<file path="config.mk">
export PLATFORM = sky130hd
export DESIGN_NAME = uart_tx
export DESIGN_NICKNAME = d
export VERILOG_FILES = /design/src/rtl/uart_pkg.sv /design/src/rtl/uart_fifo.sv /design/src/rtl/uart_tx.sv
export SDC_FILE = /design/constraint.sdc
export NUM_CORES = 1
export LEC_CHECK = 0
export ABC_CLOCK_PERIOD_IN_PS = 2900
export CORE_MARGIN = 8
export CORE_UTILIZATION = 60
export DETAILED_ROUTE_END_ITERATION = 12
export PLACE_DENSITY_LB_ADDON = 0.08
export SYNTH_ARGS = -nofsm -noshare
export SYNTH_HDL_FRONTEND = slang
export SYNTH_HIERARCHICAL = 1
export SYNTH_SLANG_ARGS = --single-unit
export TNS_END_PERCENT = 100
</file>
<file path="constraint.sdc">
create_clock -name clk_in -period 2.9 [get_ports clk_in]
set_clock_uncertainty 0.15 [all_clocks]
set_input_delay 0.87 -clock clk_in [delete_from_list [all_inputs] [get_ports clk_in]]
set_output_delay 0.87 -clock clk_in [all_outputs]
set_load 0.01 [all_outputs]
</file>
<file path="src/rtl/uart_pkg.sv">
// Shared definitions for the UART transmit/receive pair: FSM states, frame constants
// and the parity helper.
package uart_pkg;

  typedef enum logic [2:0] {
    StIdle,
    StStart,
    StData,
    StParity,
    StStop
  } tx_state_e;

  localparam logic        START_BIT = 1'b0;
  localparam logic        STOP_BIT  = 1'b1;
  localparam int unsigned DATA_BITS = 8;

  // Even parity when odd = 0, odd parity when odd = 1.
  function automatic logic parity_bit(input logic [DATA_BITS-1:0] data, input logic odd);
    return (^data) ^ odd;
  endfunction

endpackage

</file>
<file path="src/rtl/uart_fifo.sv">
// Synchronous FIFO with full/empty flags; pointers carry one extra wrap bit so that
// full and empty are distinguishable when the address bits match.
module uart_fifo
  import uart_pkg::*;
#(
  parameter int unsigned Width = DATA_BITS,
  parameter int unsigned Depth = 4
) (
  input  logic             clk_i,
  input  logic             rst_i,
  input  logic             wr_en_i,
  input  logic [Width-1:0] wr_data_i,
  input  logic             rd_en_i,
  output logic [Width-1:0] rd_data_o,
  output logic             full_o,
  output logic             empty_o
);

  localparam int unsigned AddrW = $clog2(Depth);

  logic [Width-1:0] mem_q [Depth];
  logic [AddrW:0]   wr_ptr_q, wr_ptr_d;
  logic [AddrW:0]   rd_ptr_q, rd_ptr_d;
  logic             wr_fire, rd_fire;

  assign full_o  = (wr_ptr_q[AddrW] != rd_ptr_q[AddrW]) &&
                   (wr_ptr_q[AddrW-1:0] == rd_ptr_q[AddrW-1:0]);
  assign empty_o = (wr_ptr_q == rd_ptr_q);

  assign wr_fire = wr_en_i && !full_o;
  assign rd_fire = rd_en_i && !empty_o;

  assign rd_data_o = mem_q[rd_ptr_q[AddrW-1:0]];

  always_comb begin
    wr_ptr_d = wr_ptr_q;
    rd_ptr_d = rd_ptr_q;
    if (wr_fire) wr_ptr_d = wr_ptr_q + 1'b1;
    if (rd_fire) rd_ptr_d = rd_ptr_q + 1'b1;
  end

  always_ff @(posedge clk_i or posedge rst_i) begin
    if (rst_i) begin
      wr_ptr_q <= '0;
      rd_ptr_q <= '0;
    end else begin
      wr_ptr_q <= wr_ptr_d;
      rd_ptr_q <= rd_ptr_d;
    end
  end

  // Storage needs no reset: entries are only read after being written.
  always_ff @(posedge clk_i) begin
    if (wr_fire) mem_q[wr_ptr_q[AddrW-1:0]] <= wr_data_i;
  end

endmodule

</file>
<file path="src/rtl/uart_tx.sv">
// RS-232 transmitter: queues bytes in a small FIFO and serialises them as
// start / 8 data (LSB first) / optional parity / 1-2 stop bits on a registered line.
module uart_tx
  import uart_pkg::*;
#(
  parameter int unsigned CLK_DIV    = 16,
  parameter int unsigned PARITY_EN  = 0,
  parameter int unsigned PARITY_ODD = 0,
  parameter int unsigned STOP_BITS  = 1,
  parameter int unsigned FIFO_DEPTH = 4
) (
  input  logic                 clk_in,
  input  logic                 rst_in,
  input  logic [DATA_BITS-1:0] data_in,
  input  logic                 valid_in,
  output logic                 ready_out,
  output logic                 txd_out,
  output logic                 busy_out
);

  localparam int unsigned TimerW = $clog2(CLK_DIV);
  typedef logic [TimerW-1:0] timer_t;
  localparam timer_t     TimerLoad = timer_t'(CLK_DIV - 1);
  localparam logic [2:0] LastData  = 3'(DATA_BITS - 1);
  localparam logic [2:0] LastStop  = 3'(STOP_BITS - 1);

  tx_state_e              state_q;
  timer_t                 timer_q;
  logic [2:0]             idx_q;
  logic [DATA_BITS-1:0]   shift_q;
  logic                   par_q;
  logic                   txd_q;

  logic [DATA_BITS-1:0]   fifo_rd_data;
  logic                   fifo_full, fifo_empty;
  logic                   bit_end, last_stop, pop;

  assign bit_end   = (timer_q == '0);
  assign last_stop = (idx_q == LastStop);

  // Pop on leaving idle, or at the end of the final stop bit for a gapless next frame.
  always_comb begin
    pop = 1'b0;
    if (!fifo_empty) begin
      if (state_q == StIdle) pop = 1'b1;
      if (state_q == StStop && bit_end && last_stop) pop = 1'b1;
    end
  end

  uart_fifo #(
    .Width (DATA_BITS),
    .Depth (FIFO_DEPTH)
  ) u_fifo (
    .clk_i     (clk_in),
    .rst_i     (rst_in),
    .wr_en_i   (valid_in),
    .wr_data_i (data_in),
    .rd_en_i   (pop),
    .rd_data_o (fifo_rd_data),
    .full_o    (fifo_full),
    .empty_o   (fifo_empty)
  );

  always_ff @(posedge clk_in or posedge rst_in) begin
    if (rst_in) begin
      state_q <= StIdle;
      timer_q <= '0;
      idx_q   <= '0;
      shift_q <= '0;
      par_q   <= 1'b0;
      txd_q   <= STOP_BIT;
    end else begin
      if (pop) begin
        shift_q <= fifo_rd_data;
        par_q   <= parity_bit(fifo_rd_data, PARITY_ODD != 0);
      end
      // The line lags the state by one cycle, uniformly, so every bit keeps its width.
      unique case (state_q)
        StIdle: begin
          txd_q <= STOP_BIT;
          if (pop) begin
            state_q <= StStart;
            timer_q <= TimerLoad;
            idx_q   <= '0;
          end
        end
        StStart: begin
          txd_q <= START_BIT;
          if (bit_end) begin
            state_q <= StData;
            timer_q <= TimerLoad;
            idx_q   <= '0;
          end else begin
            timer_q <= timer_q - timer_t'(1);
          end
        end
        StData: begin
          txd_q <= shift_q[0];
          if (bit_end) begin
            timer_q <= TimerLoad;
            shift_q <= shift_q >> 1;
            if (idx_q == LastData) begin
              idx_q   <= '0;
              state_q <= (PARITY_EN != 0) ? StParity : StStop;
            end else begin
              idx_q <= idx_q + 3'd1;
            end
          end else begin
            timer_q <= timer_q - timer_t'(1);
          end
        end
        StParity: begin
          txd_q <= par_q;
          if (bit_end) begin
            state_q <= StStop;
            timer_q <= TimerLoad;
            idx_q   <= '0;
          end else begin
            timer_q <= timer_q - timer_t'(1);
          end
        end
        StStop: begin
          txd_q <= STOP_BIT;
          if (bit_end) begin
            timer_q <= TimerLoad;
            if (last_stop) begin
              idx_q   <= '0;
              state_q <= pop ? StStart : StIdle;
            end else begin
              idx_q <= idx_q + 3'd1;
            end
          end else begin
            timer_q <= timer_q - timer_t'(1);
          end
        end
        default: begin
          state_q <= StIdle;
          txd_q   <= STOP_BIT;
        end
      endcase
    end
  end

  assign ready_out = !fifo_full;
  assign busy_out  = (state_q != StIdle) || !fifo_empty;
  assign txd_out   = txd_q;

endmodule

</file>
==> impl_metrics.py <==
metrics = {
    "cts": {
        "numCtsBuffers": 9,
        "path_clk_slew_ps": 60,
        "cts_setup_buffers": 0,
        "clk_latency_ps": 340,
        "postCtsHoldBufs": 0,
        "cts_buffer_depth": 2,
        "cts_root_buffer": "clkbuf_8",
        "cts.sinks": 58,
        "h-tree-depth": 3,
        "cts_tree": "yes",
    },
    "global_routing": {
        "grt_pass1_wl_um": 9560,
        "grt-ovfl-total": 0,
        "antenna_found_initial": 0,
        "grt_max_degree": 21,
        "grt_pass1_vias": 1990,
        "grt_use_total_pct": 16.7,
    },
    "floorplanning": {
        "boundaryPins": 14,
        "initial_core_util_pct": 63.0,
        "core_area_um2": 4750,
        "die_area_um2": 7510,
        "fp.dieH_um": 86.6,
        "die_w_um": 86.6,
        "rows": 25,
    },
    "timing": {
        "hold_viol": 0,
        "drv_slew": 0,
        "tns_ps": 0,
        "setup_violations": 0,
        "rsz0062_at_grt": "no",
        "worstMarginPinSlew_ps": 478,
        "period_share_pct": 97.4,
        "min_period_ps": 2820,
        "fmax_mhz": 354,
        "slew_headroom_pct": 68.1,
    },
    "pwr": {
        "powerDensity_nw_per_um2": 1080,
        "power.total_mw": 3.76,
        "peakVddDrop_mv": 0.640,
        "power_leakage_nw": 1.39,
    },
    "yosys": {
        "synthesis.instances": 238,
        "avgSynthCellArea_um2": 12.6,
        "async_flop_share_pct": 44.8,
        "syn_area_um2": 2990,
        "synth_area_leader_cell": "edfxtp_1",
        "synthFlopType": "edfxtp_1",
        "ys_warn_count": 6,
        "synthDistinctLibCells": 50,
        "synth_top_cell_area_share_pct": 32.1,
        "ys_top_cells_by_area": "edfxtp_1, dfrtp_1, mux4_1",
        "ys_ff_latch": 58,
        "synth_edf_count": 32,
        "synth_common_cells": "edfxtp_1, dfrtp_1, o21ai_0",
        "synth_nets": 258,
        "yosysMostFrequentCell": "edfxtp_1",
        "seq_area_frac_synth_pct": 53.9,
    },
    "critical_path": {
        "critPathCaptureType": "output port",
        "crit_arrival_ps": 1800,
        "path_buf_inv": 3,
        "crit_required_ps": 1880,
        "path_max_fanout": 6,
        "cp_cell_sequence": "xor2_4 > nand3_2 > inv_1 > inv_1 > clkdlybuf4s50_1",
        "cp-start-kind": "flip-flop",
        "cp_top_family": "buffers and inverters",
        "crit_top_cell": "inv_1",
        "path_class": "flip-flop to output port",
        "crit_path_max_incr_delay_ps": 510,
        "cp_slowest_cell": "dfrtp_1",
    },
    "routing": {
        "highest_layer": "met4",
        "drtPass1Iterations": 6,
        "met3_length_um": 233,
        "wl_um": 5560,
        "vias": 1940,
        "met1_length_um": 2500,
        "dr_wl_met2_um": 2750,
        "vias_per_cell": 5.76,
        "drc": 0,
        "initialDrtViolationCount": 122,
        "routedWlPerCell_um": 16.5,
        "final_antenna_net_count": 0,
    },
    "layout": {
        "fillers": 340,
        "antennaDiodeCount": 0,
        "final-instance-count-excl-fill": 337,
        "area.growth.synth_to_final_pct": 16.1,
        "nets": 285,
        "drive_above_1_share_pct": 16.3,
    },
    "job": {
        "drv_cap": 0,
    },
    "placed_design": {
        "place.gp.congestion": 0.829,
        "hpwl_um": 3820,
        "portBuffers": 13,
        "place_inst": 321,
    },
    "worst_hold_path": {
        "hold_class": "flip-flop to flip-flop",
    },
    "outcome": {
        "outcome": "finished clean",
    },
}
-- stage by stage --
stage	hold WS, ps	util (%)	worst slack (ps)	cell area (um2)
6_report	352	73.1	75.4	3480
5_1_grt	384	73.1	5.08	3480
4_1_cts	356	72.7	18.8	3460
3_5_place_dp	341	68.1	220	3240
3_3_place_gp	329	68.1	247	3240
2_1_floorplan	322	-	481	2990
-- area by class of cell --
cell class	instances	area (um2)	share of cell area, %
Multi-Input combinational cell	155	1280	36.9
Sequential cell	58	1610	46.4
Clock buffer	13	149	4.28
Tap cell	67	83.8	2.41
Inverter	15	56.3	1.62
Timing Repair Buffer	26	226	6.52
Clock inverter	3	65.1	1.87
-- what timing repair did --
item,in CTS,in global routing
gates resized for setup,3,2
pin swaps,1,0
gates cloned,0,0
endpoints found under the setup margin,1,1
-- path summary, 6_finish.rpt --
path                                           startpoint                             end  slack [ps]  depth (start not counted)
max                        u_fifo/wr_ptr_q[2]$_DFFE_PP0P_                       ready_out          80                          5
min                                  shift_q[4]$_DFF_PP0_            shift_q[3]$_DFF_PP0_         350                          1
max reg2reg                        timer_q[0]$_DFFE_PP0P_            shift_q[0]$_DFF_PP0_         460                          6
min reg2reg                          shift_q[4]$_DFF_PP0_            shift_q[3]$_DFF_PP0_         350                          1
max in group asynchronous                          rst_in               txd_out$_DFF_PP1_        1570                          3
min in group asynchronous                          rst_in  u_fifo/rd_ptr_q[2]$_DFFE_PP0P_         640                          2
-- layout by cell type, fill, tap and decap left out, types with 2 or more instances in the layout --
master	synthesis	final
edfxtp_1	32	32
dfrtp_1	25	24
o21ai_0	18	18
inv_1	15	15
buf_4	1	13
xnor2_1	13	12
clkdlybuf4s50_1	0	12
and3_1	11	11
nand2_1	10	10
clkbuf_8	0	10
ha_1	9	9
a221o_1	7	7
a21oi_1	7	7
nor2_1	6	6
nor2b_1	5	5
nand2b_1	5	5
nand3_1	5	5
a211oi_1	5	5
mux4_1	5	5
and2b_1	4	4
o31ai_1	4	4
nor3b_1	3	3
o211ai_1	3	3
or3_1	3	3
clkbuf_1	3	3
mux4_2	3	3
nor3_1	3	2
a31oi_1	2	2
a2bb2oi_1	2	2
bufinv_16	0	2
xor2_1	2	2
-- flip-flops by register name, summed over array words and instances, names as in the netlist --
register / flops
idx_q: 3
par_q: 1
shift_q: 8
state_q: 3
timer_q: 4
txd_out: 1
u_fifo/mem_q: 32
u_fifo/rd_ptr_q: 3
u_fifo/wr_ptr_q: 3
-- power breakdown --
group	internal, mW	switching (mW)
logic	0.788	0.845
clock network	0.507	0.299
registers	1.14	0.179
-- layer usage --
metal  vias up  GRT usage [%]
li1        944              -
met1       949           20.2
met2        37           26.0
met3        10           4.44
met4         0           9.70
met5         -              0
-- cells by family (layout without fill, tap and decap cells) --
| logic type | after synthesis | in the layout | synth area share, % |
|---|---|---|---|
| simple gates | 64 | 64 | 12.9 |
| flops | 58 | 58 | 53.9 |
| compound gates | 55 | 55 | 12.5 |
| buf+inv | 25 | 57 | 4.14 |
| xor+xnor | 17 | 17 | 5.47 |
| mux | 10 | 10 | 7.40 |
| fa+ha+maj | 9 | 9 | 3.76 |
Power figures use the tool's default switching activity.
